### src/rtl/memory_arbiter_pkg.sv
// Shared types for the unified-RAM arbiter: word type, FSM states, helpers.
package memory_arbiter_pkg;

    localparam int unsigned WORD_W = 32;

    typedef logic [WORD_W-1:0] word_t;

    typedef enum logic [2:0] {
        IDLE,
        IREAD,
        DREAD,
        DWRITE,
        DONE,
        ERROR
    } arb_state_t;

    // True while a RAM strobe is being driven.
    function automatic logic is_access(arb_state_t s);
        return (s == IREAD) || (s == DREAD) || (s == DWRITE);
    endfunction

endpackage

### src/rtl/memory_arbiter_starve_counter.sv
// Saturating counter of data grants made while a fetch is waiting.
module memory_arbiter_starve_counter #(
    parameter int unsigned MAX = 4
) (
    input  logic i_clk,
    input  logic i_rst,
    input  logic i_clear,
    input  logic i_inc,
    output logic o_at_max
);

    localparam int unsigned CNT_W = (MAX < 1) ? 1 : $clog2(MAX + 1);

    logic [CNT_W-1:0] r_count;

    assign o_at_max = (r_count >= CNT_W'(MAX));

    // Clear wins over increment; hold once saturated.
    always_ff @(posedge i_clk) begin
        if (i_rst || i_clear) begin
            r_count <= '0;
        end else if (i_inc && !o_at_max) begin
            r_count <= r_count + CNT_W'(1);
        end
    end

endmodule

### src/rtl/memory_arbiter.sv
// Arbiter sharing one single-ported RAM between instruction fetch and data port.
// Data has priority; a starvation counter forces a fetch grant, and a timeout
// parks the FSM in ERROR if the RAM never answers.
module memory_arbiter
    import memory_arbiter_pkg::*;
#(
    parameter int unsigned ADDR_W     = WORD_W,
    parameter int unsigned DATA_W     = WORD_W,
    parameter int unsigned STARVE_MAX = 4,
    parameter int unsigned TIMEOUT    = 255
) (
    input  logic              CLK,
    input  logic              RST,
    input  logic              iREN,
    input  logic [ADDR_W-1:0] iaddr,
    output logic [DATA_W-1:0] iload,
    output logic              iwait,
    input  logic              dREN,
    input  logic              dWEN,
    input  logic [ADDR_W-1:0] daddr,
    input  logic [DATA_W-1:0] dstore,
    output logic [DATA_W-1:0] dload,
    output logic              dwait,
    output logic              ramREN,
    output logic              ramWEN,
    output logic [ADDR_W-1:0] ramaddr,
    output logic [DATA_W-1:0] ramstore,
    input  logic [DATA_W-1:0] ramload,
    input  logic              ramready,
    output logic              memerr
);

    localparam int unsigned TMO_W = $clog2(TIMEOUT + 1);

    arb_state_t        r_state;
    arb_state_t        w_state_next;
    logic [ADDR_W-1:0] r_addr;
    logic [DATA_W-1:0] r_store;
    logic [DATA_W-1:0] r_iload;
    logic [DATA_W-1:0] r_dload;
    logic [TMO_W-1:0]  r_tmo;
    logic              r_port_i;
    logic              w_grant_i;
    logic              w_grant_dr;
    logic              w_grant_dw;
    logic              w_starve_max;

    assign ramaddr  = r_addr;
    assign ramstore = r_store;
    assign iload    = r_iload;
    assign dload    = r_dload;

    memory_arbiter_starve_counter #(
        .MAX (STARVE_MAX)
    ) u_starve (
        .i_clk    (CLK),
        .i_rst    (RST),
        .i_clear  (w_grant_i),
        .i_inc    ((w_grant_dr || w_grant_dw) && iREN),
        .o_at_max (w_starve_max)
    );

    // State register.
    always_ff @(posedge CLK) begin
        if (RST) begin
            r_state <= IDLE;
        end else begin
            r_state <= w_state_next;
        end
    end

    // Grant decision, access sequencing and handshake outputs.
    always_comb begin
        w_state_next = r_state;
        w_grant_i    = 1'b0;
        w_grant_dr   = 1'b0;
        w_grant_dw   = 1'b0;
        ramREN       = 1'b0;
        ramWEN       = 1'b0;
        iwait        = 1'b1;
        dwait        = 1'b1;
        memerr       = 1'b0;
        case (r_state)
            IDLE: begin
                // A starved fetch overrides data priority; write beats read.
                if (iREN && w_starve_max) begin
                    w_grant_i    = 1'b1;
                    w_state_next = IREAD;
                end else if (dWEN) begin
                    w_grant_dw   = 1'b1;
                    w_state_next = DWRITE;
                end else if (dREN) begin
                    w_grant_dr   = 1'b1;
                    w_state_next = DREAD;
                end else if (iREN) begin
                    w_grant_i    = 1'b1;
                    w_state_next = IREAD;
                end
            end
            IREAD, DREAD, DWRITE: begin
                ramREN = (r_state != DWRITE);
                ramWEN = (r_state == DWRITE);
                if (ramready) begin
                    w_state_next = DONE;
                end else if (r_tmo == TMO_W'(TIMEOUT - 1)) begin
                    w_state_next = ERROR;
                end
            end
            DONE: begin
                iwait        = !r_port_i;
                dwait        = r_port_i;
                w_state_next = IDLE;
            end
            ERROR: begin
                memerr = 1'b1;
            end
            default: begin
                w_state_next = IDLE;
            end
        endcase
    end

    // Address/store capture on grant, timeout count during access.
    always_ff @(posedge CLK) begin
        if (RST) begin
            r_addr   <= '0;
            r_store  <= '0;
            r_tmo    <= '0;
            r_port_i <= 1'b0;
        end else begin
            if (w_grant_i) begin
                r_addr   <= iaddr;
                r_port_i <= 1'b1;
            end else if (w_grant_dr || w_grant_dw) begin
                r_addr   <= daddr;
                r_port_i <= 1'b0;
            end
            if (w_grant_dw) begin
                r_store <= dstore;
            end
            if (w_grant_i || w_grant_dr || w_grant_dw) begin
                r_tmo <= '0;
            end else if (is_access(r_state) && !ramready) begin
                r_tmo <= r_tmo + TMO_W'(1);
            end
        end
    end

    // Read data capture; writes leave both load registers untouched.
    always_ff @(posedge CLK) begin
        if (RST) begin
            r_iload <= '0;
            r_dload <= '0;
        end else if (ramready && (r_state == IREAD)) begin
            r_iload <= ramload;
        end else if (ramready && (r_state == DREAD)) begin
            r_dload <= ramload;
        end
    end

endmodule

### config.mk
export PLATFORM = sky130hd
export DESIGN_NAME = memory_arbiter
export DESIGN_NICKNAME = d
export VERILOG_FILES = /design/src/rtl/memory_arbiter_pkg.sv /design/src/rtl/memory_arbiter_starve_counter.sv /design/src/rtl/memory_arbiter.sv
export SDC_FILE = /design/constraint.sdc
export NUM_CORES = 1
export LEC_CHECK = 0
export CAP_MARGIN = 20
export CORE_MARGIN = 2
export CORE_UTILIZATION = 38
export CTS_BUF_LIST = sky130_fd_sc_hd__clkbuf_4 sky130_fd_sc_hd__clkbuf_8
export DETAILED_ROUTE_END_ITERATION = 8
export HOLD_SLACK_MARGIN = 0.15
export PLACE_DENSITY = 0.78
export SYNTH_ARGS = -nofsm -noshare
export SYNTH_HDL_FRONTEND = slang
export SYNTH_SLANG_ARGS = --single-unit
### constraint.sdc
create_clock -name CLK -period 1.5 [get_ports CLK]
set_input_delay 0.3 -clock CLK [delete_from_list [all_inputs] [get_ports CLK]]
set_output_delay 0.3 -clock CLK [all_outputs]
set_load 0.02 [all_outputs]
# --- Word-level counts from Yosys, hierarchy flattened ---
# Index checks and enable logic that the tools add are counted.
word_totals:
  regBits: 143
  word_cells: 71
  input_bits: 134
op_classes:
  n_eq_ne: 9
  add_sub_neg: 2
  mux: 28
  order_cmp: 1
  n_bitwise: 2
  n_reduce_logical: 21
op_table:
  columns: ["op", "count"]
  rows:
  - ["32-bit two-way mux", 2]
  - ["1-bit two-way mux", 19]
  - ["3-bit two-way mux", 6]
  - ["3-bit case mux with 3 select lines", 1]
  - ["8-bit by 1-bit adder with 8-bit output (second input constant)", 1]
  - ["8-bit == test (second input constant)", 1]
  - ["3-bit by 2-bit == test with 1-bit output (second input constant)", 2]
  - ["3-bit == test (second input constant)", 2]
  - ["1-bit logical AND", 6]
  - ["1-bit logical OR", 6]
  - ["5-bit inequality test (second input constant)", 1]
  - ["3-bit by 1-bit adder with 3-bit output (second input constant)", 1]
  - ["3-bit by 1-bit == test with 1-bit output (second input constant)", 1]
  - ["3-bit >= comparator (second input constant)", 1]
  - ["1-bit zero test", 3]
  - ["3-bit zero test", 1]
  - ["3-bit by 2-bit inequality test with 1-bit output (second input constant)", 1]
  - ["3-bit inequality test (second input constant)", 1]
  - ["3-bit AND reduction", 1]
  - ["3-bit OR reduction", 1]
  - ["1-bit inverter", 2]
  - ["2-bit AND reduction", 1]
  - ["2-bit nonzero test", 1]
  - ["2-bit OR reduction", 1]

# --- Longest topological paths before layout ---
# Gate-level depths: netlist (run 1).
logic_depth:
  word_depth: 8
  depth_mapped: 6

# --- By module ---
# A second synthesis (run 1) with hierarchy kept.
hier_totals:
  cells_unflattened: 701
  area_unflattened_um2: 5504.0
by_module_without_submodules:
  columns: ["module", "seq_area_each_um2", "cells_per_inst", "area_each_um2", "instances"]
  rows:
  - ["memory_arbiter", 2802.7, 686, 5355.1, 1]
  - ["memory_arbiter_starve_counter", 60.1, 15, 148.9, 1]

# --- Least setup slack after synthesis (run 1) ---
# No wires, ideal clock.
synth_timing:
  path_kind: "reg2reg"
  start: "register r_state[1]"
  end: "register r_state[0]"
  path_buffers: 1
  setup_slack_ps: 15
  setup_ps: 86
  t_arrival_ps: 1399
  t_required_ps: 1414
  path_stages_with_launch: 6
  synth_period_minus_slack_ps: 1485
  cell_sequence: "dfxtp_1 buf_6 and3b_4 a31oi_4 a21bo_1 a221oi_2"
synth_via:
  elab_chain_len: 4
synth_lines:
  columns: ["item", "line_no", "source"]
  rows:
  - ["start: declaration", "memory_arbiter.sv:35", "arb_state_t r_state;"]
  - ["start signal: assignment", "memory_arbiter.sv:68", "r_state <= w_state_next;"]
  - ["3-bit by 2-bit == test with 1-bit output or 3-bit by 1-bit == test with 1-bit output (tied branches)", "memory_arbiter.sv:83", "case (r_state)"]
  - ["3-bit OR reduction", "memory_arbiter.sv:83", null]
  - ["3-bit inequality test (no source line)", null, null]
  - ["3-bit AND reduction (no source line)", null, null]
# Parallel ways exist; a longest one is shown, timed or not.
# A chain may end at the register's enable or synchronous reset.

# --- Final worst setup path (run 1) ---
layout_timing:
  start: "register r_state[1]"
  end: "output dwait"
layout_via:
  elab_chain_len: 2
layout_lines:
  columns: ["item", "line_no", "source"]
  rows:
  - ["3-bit == test", "memory_arbiter.sv:83", null]
  - ["1-bit two-way mux", "memory_arbiter.sv:83", null]
  - ["end: declaration", "memory_arbiter.sv:23", "output logic dwait,"]
# No other way between the ends.

==> results of run 1 <==
cell usage in the layout, fill, tap and decap left out, types with 3 or more instances in the layout:
| cell | instances |
|---|---|
| nor2_1 | 40 |
| nor2_2 | 9 |
| inv_1 | 4 |
| nor3_1 | 23 |
| clkbuf_8 | 18 |
| clkdlybuf4s50_1 | 132 |
| xnor2_1 | 4 |
| clkdlybuf4s15_1 | 10 |
| buf_4 | 33 |
| dfxtp_1 | 140 |
| clkinvlp_4 | 3 |
| nor3_4 | 6 |
| nor4_2 | 23 |
| nand3_1 | 5 |
| nand2_2 | 11 |
| nand2_4 | 47 |
| ha_1 | 4 |
| dlygate4sd2_1 | 118 |
| dfxtp_4 | 3 |
| a21oi_1 | 28 |
| a21oi_2 | 76 |
| nor3_2 | 13 |
| buf_12 | 17 |
| nand3_2 | 3 |
| buf_6 | 23 |
| buf_16 | 6 |
| nor4_1 | 10 |
| nor2_4 | 26 |
| clkbuf_4 | 4 |
| nand2_1 | 139 |
| clkbuf_16 | 7 |
| nand3b_1 | 3 |
final timing paths:
check | end | slack [ns] | cells after the start
worst max-delay path | dwait | -0.21 | 4
worst min register to register | iload[5] | 0.45 | 2
worst max register to register | ramaddr[0] | -0.15 | 7
worst min-delay path | dload[21] | 0.29 | 2
what timing repair did:
action | CTS | global route
endpoints found under the hold margin | 0 | 0
buffers inserted | 10 | 15
gates cloned | 10 | 7
setup endpoints to repair | 209 | 121
pin swaps | 11 | 131
gates resized for setup | 240 | 269
area by class of cell:
cell class                      count  area (um^2)
Multi-Input combinational cell    499         3700
Clock inverter                      9          110
Tap cell                          184          230
Fill cell                         992         3650
Timing Repair Buffer              348         3670
Clock buffer                       22          278
Inverter                            4         15.0
Sequential cell                   143         2870
synth_stat cells (2+ instances only):
cell type,number
nor3_2,2
buf_2,17
nor4_1,17
nor4_2,18
nor2_1,74
clkbuf_1,30
buf_4,3
xnor2_1,6
a21oi_1,104
or2_2,3
nand4_1,2
nand3_1,8
nor3_1,40
ha_1,4
and3_1,2
nand3b_1,3
xor2_1,2
inv_1,4
buf_6,4
nand2_1,197
dfxtp_1,143
per-layer routing:
metal	track usage, %	share of wire, %	wire length, um
met5	0	0	0
met2	40.8	51	11400
met1	27.2	39	8620
met3	7.26	6.3	1400
met4	10.6	3.5	768
stage by stage:
stage	instance area [um^2]	TNS [ns]	cells	total power [uW]	setup WS [ns]
after global placement	8820	-33.45	1143	12200	-0.427
final	10900	-7.45	1209	17700	-0.212
after detailed placement	8820	-36.98	1143	12400	-0.560
after global routing	10900	-15.59	1209	18500	-0.265
after CTS	9700	-4.57	1194	16000	-0.168
after floorplan	5650	0	700	8930	0.0151
logic make-up (layout without fill, tap and decap cells):
family,after synthesis,count (layout),synth area share [%]
buf+inv,58,383,4.96
fa+ha+maj,4,4,0.886
simple gates,375,375,31.4
xor+xnor,8,8,1.24
flops,143,143,50.7
compound gates,112,112,10.8
sequential cells by signal, summed over array words and instances (netlist names):
register / cells
u_starve.r_count: 3
iload: 32
ramstore: 32
r_port_i: 1
ramaddr: 32
r_state: 3
r_tmo: 8
dload: 32
power groups by stage:
stage	Sequential [uW]	Clock, uW	Combinational, uW
after floorplan	6130	0	2800
after global placement	5170	0	7060
after detailed placement	5200	0	7160
after CTS	5120	3120	7720
after global routing	5250	3300	9990
final	5150	3100	9430
critical path, stage by stage, from the launching register on:
cell	delay, ns
dfxtp_4	0.38
buf_4	0.16
nor2_4	0.16
nand3b_1	0.11
buf_6	0.14
==> impl_metrics.json, run 1 <==
{
  "avgRoutedWirePerCell_um": 18.3,
  "diodes": 0,
  "dr_total_vias": 6312,
  "path_max_fanout": 7,
  "numCtsBuffers": 17,
  "r2r-start": "r_state[1]",
  "cts.sinks": 143,
  "synth-seq-cells": 143,
  "switching_power_uw": 7190,
  "placement.io_buffers": 266,
  "crit_start": "r_state[1]",
  "fin_skew_ns": 0.0104,
  "drt_iter0_markers": 250,
  "async_flop_share_pct": 0,
  "violations": "setup timing",
  "drive_gt1_share_pct": 34.9,
  "root_buffer": "clkbuf_8",
  "place_hpwl_um": 12200,
  "via_per_inst": 5.22,
  "gp_congestion": 0.804,
  "drt_wl_total_um": 22200,
  "rsz0062_at_grt": "yes",
  "coreArea_um2": 14500,
  "gr-total-overflow": 0,
  "io_pins": 267,
  "antenna_found_initial": 0,
  "drtPass1Iterations": 4,
  "power_frac_seq_pct": 29.1,
  "setup_viol_count_final": 100,
  "grt_pass1_vias": 6049,
  "hp-class": "in2reg",
  "maxCapViolations": 0,
  "synth_enable_flop_cells": 0,
  "synth_top_area_share_pct": 50.7,
  "p_int_uw": 10500,
  "cts.path.max_buffers": 2,
  "detail-route-antenna-nets": 0,
  "p_per_area_nw_per_um2": 1620,
  "tritoncts": "yes",
  "syn_nets": 838,
  "ys_seq_area_share_pct": 50.7,
  "final_util_pct": 74.9,
  "initial_core_util_pct": 38.9,
  "ir_drop_mv": 0.812,
  "crit_required_ns": 1.20,
  "setup_ws_ns": -0.212,
  "yosys-top-cells-area": "dfxtp_1 (51%), nand2_1 (13%), a21oi_1 (9.2%)",
  "ys.flop_type": "dfxtp_1",
  "status": "finished with violations",
  "switching_share_pct": 40.7,
  "p_leak_uw": 0.00456,
  "ctsHoldBuffers": 0,
  "path_clk_slew_ns": 0.08,
  "synth_cells": 700,
  "crit_type": "reg2out",
  "drc": 0,
  "final_nets": 1151,
  "final-max-slew-violation-count": 0,
  "clkPwrFrac_pct": 17.5,
  "max_freq_mhz": 584,
  "htreeDepth": 4,
  "synth_cell_types": 38,
  "p_comb_share_pct": 53.3,
  "arrival_ns": 1.41,
  "end_kind": "output pin",
  "grt_pass1_wl_um": 30400,
  "period_minus_slack_ns": 1.71,
  "finalHoldViolations": 0,
  "rows": 44,
  "clkLatencyLatePin_ns": 0.45,
  "areaGrowthSynthToFinish_pct": 92.7,
  "yosysWarnings": 0,
  "tightest_slew_ns": 0.427,
  "grt_start_max_net_pins": 46,
  "yosys.area.top_type": "dfxtp_1",
  "die-area_um2": 15900,
  "die_h_um": 126,
  "critPathLaunchType": "register",
  "chipWidth_um": 126,
  "min_from": "RST",
  "whs_ns": 0.288,
  "slew_headroom_pct": 71.5,
  "grt_use_total_pct": 23.8,
  "syn_area_per_cell_um2": 8.07,
  "syn_area_um2": 5650,
  "min_period_over_period_pct": 114
}
No activity file was read; power rests on OpenSTA's default activity.
==> inputs of run 2 (changes only) <==
--- a/config.mk
+++ b/config.mk
@@ -6,7 +6,6 @@
 export NUM_CORES = 1
 export LEC_CHECK = 0
 export CAP_MARGIN = 20
-export CORE_MARGIN = 2
 export CORE_UTILIZATION = 38
 export CTS_BUF_LIST = sky130_fd_sc_hd__clkbuf_4 sky130_fd_sc_hd__clkbuf_8
 export DETAILED_ROUTE_END_ITERATION = 8
==> impl_metrics.json, run 2 (synthesis gave the netlist of run 1 again) <==
{
  "die-area_um2": 15400,
  "place_hpwl_um": 11500,
  "initial_core_util_pct": 38.9,
  "slowest_delay_ns": 0.37,
  "avgRoutedWirePerCell_um": 18.7,
  "cp_common_cell": "buf_6",
  "worstRegToRegCells": 7,
  "root_buffer": "clkbuf_8",
  "cp_cell_sequence": "buf_6 -> and3b_4 -> buf_6",
  "setup_ws_ns": -0.157,
  "dp_cells": 1142,
  "fin_setup_tns_ns": -9.05,
  "crit_type": "reg2out",
  "crit_required_ns": 1.20,
  "cts.sinks": 143,
  "antenna_found_initial": 0,
  "io_pins": 267,
  "final-max-slew-violation-count": 0,
  "dr_total_vias": 6358,
  "hold_depth": 2,
  "placement.io_buffers": 266,
  "numCtsBuffers": 17,
  "power.total_uw": 17500,
  "instances_no_fill": 1211,
  "final_common_cell": "dfxtp_1",
  "drt_wl_total_um": 22700,
  "fin_skew_ns": 0.0104,
  "ir_drop_mv": 0.988,
  "drtPass1Iterations": 5,
  "critPathLaunchType": "register",
  "maxCapViolations": 0,
  "rows": 44,
  "die_h_um": 124,
  "coreArea_um2": 14500,
  "gp_congestion": 0.789,
  "clkLatencyLatePin_ns": 0.44,
  "min_period_over_period_pct": 110,
  "rsz0062_at_grt": "yes",
  "detail-route-antenna-nets": 0,
  "areaGrowthSynthToFinish_pct": 94.4,
  "critPathBufInv": 2,
  "dp_worst_setup_slack_ns": -0.527,
  "via_per_inst": 5.25,
  "whs_ns": 0.316,
  "tightest_slew_ns": 0.503,
  "grt_use_total_pct": 25.0,
  "arrival_ns": 1.36,
  "setup_viol_count_final": 132,
  "grt_start_max_net_pins": 49,
  "drive_gt1_share_pct": 38.3,
  "path_depth": 3,
  "path_max_fanout": 4,
  "status": "finished with violations",
  "layout_common_cells": "dfxtp_1 (140), clkdlybuf4s50_1 (131), dlygate4sd2_1 (117)",
  "cpLargestDelayFamily": "flip-flops",
  "p_per_area_nw_per_um2": 1590,
  "finalHoldViolations": 0,
  "drt_iter0_markers": 243,
  "grt_pass1_wl_um": 29300,
  "tritoncts": "yes",
  "chipWidth_um": 124,
  "grt_pass1_vias": 5803,
  "cts.path.max_buffers": 2,
  "period_minus_slack_ns": 1.66,
  "diodes": 0,
  "drc": 0,
  "end_kind": "output pin",
  "final_nets": 1153,
  "max_freq_mhz": 603,
  "hp-class": "in2reg",
  "htreeDepth": 4,
  "slew_headroom_pct": 66.5,
  "violations": "setup timing",
  "path_clk_slew_ns": 0.08,
  "critPathSlowestCell": "dfxtp_4",
  "p_leak_uw": 0.00467,
  "gr-total-overflow": 0
}
run 2: cell count changes in the layout (fill, tap and decap cells not counted), sizes merged:
| cell | change |
|---|---|
| clkinv | +3 |
| clkdlybuf4s50 | -1 |
| bufinv | -1 |
| clkinvlp | +1 |
| buf | +1 |
| dlymetal6s2s | +1 |
| dlygate4sd2 | -1 |
| inv | +1 |
| clkbuf | -1 |
| clkdlybuf4s15 | -1 |
run 2: final timing paths:
path | slack [ns] | endpoint | startpoint
worst max-delay path | -0.16 | memerr | r_state[1]
worst min-delay path | 0.32 | u_starve.r_count[0] | RST
worst max register to register | -0.15 | ramaddr[28] | r_state[2]
worst min register to register | 0.45 | dload[16] | dload[16]
run 2: power breakdown:
| part | total [uW] | switching (uW) | internal [uW] |
|---|---|---|---|
| sequential | 5160 | 491 | 4670 |
| clock | 2910 | 1560 | 1350 |
| combinational | 9440 | 5240 | 4200 |
run 2: per-stage QoR:
step	util, %	area [um^2]
floorplan	-	5650
global route	75.6	11000
global placement	60.6	8810
finish	75.6	11000
detailed placement	60.6	8810
CTS	67.7	9840
run 2: area by class of cell:
| class | instances | area [um^2] |
|---|---|---|
| clock buffers | 18 | 248 |
| clock inverters | 13 | 115 |
| fillers | 952 | 3550 |
| inverters | 4 | 15.0 |
| multi-input cells | 499 | 3800 |
| flip-flops and latches | 143 | 2870 |
| well taps | 184 | 230 |
| repair buffers | 350 | 3700 |
run 2: layer usage:
metal | wire (um) | GRT usage (%)
met1 | 8890 | 28.1
met2 | 11600 | 44.4
met3 | 1550 | 7.51
met5 | 0 | 0
met4 | 658 | 8.85
run 2: worst register-to-register path, cell delays in order (launching register included):
cell and delay [ns]:
dfxtp_4 0.37, buf_6 0.13, nor4b_4 0.31, o21a_4 0.20, buf_6 0.14, buf_16 0.14, nor3_1 0.06, nor4_2 0.23
run 2: repair_timing:
action                                  4_1_cts  5_1_grt
gates resized for setup                     262      282
endpoints found under the setup margin      206      142
cloned                                       10        8
pin swaps                                    31      127
setup buffers                                17        7
hold buffers                                  0        0
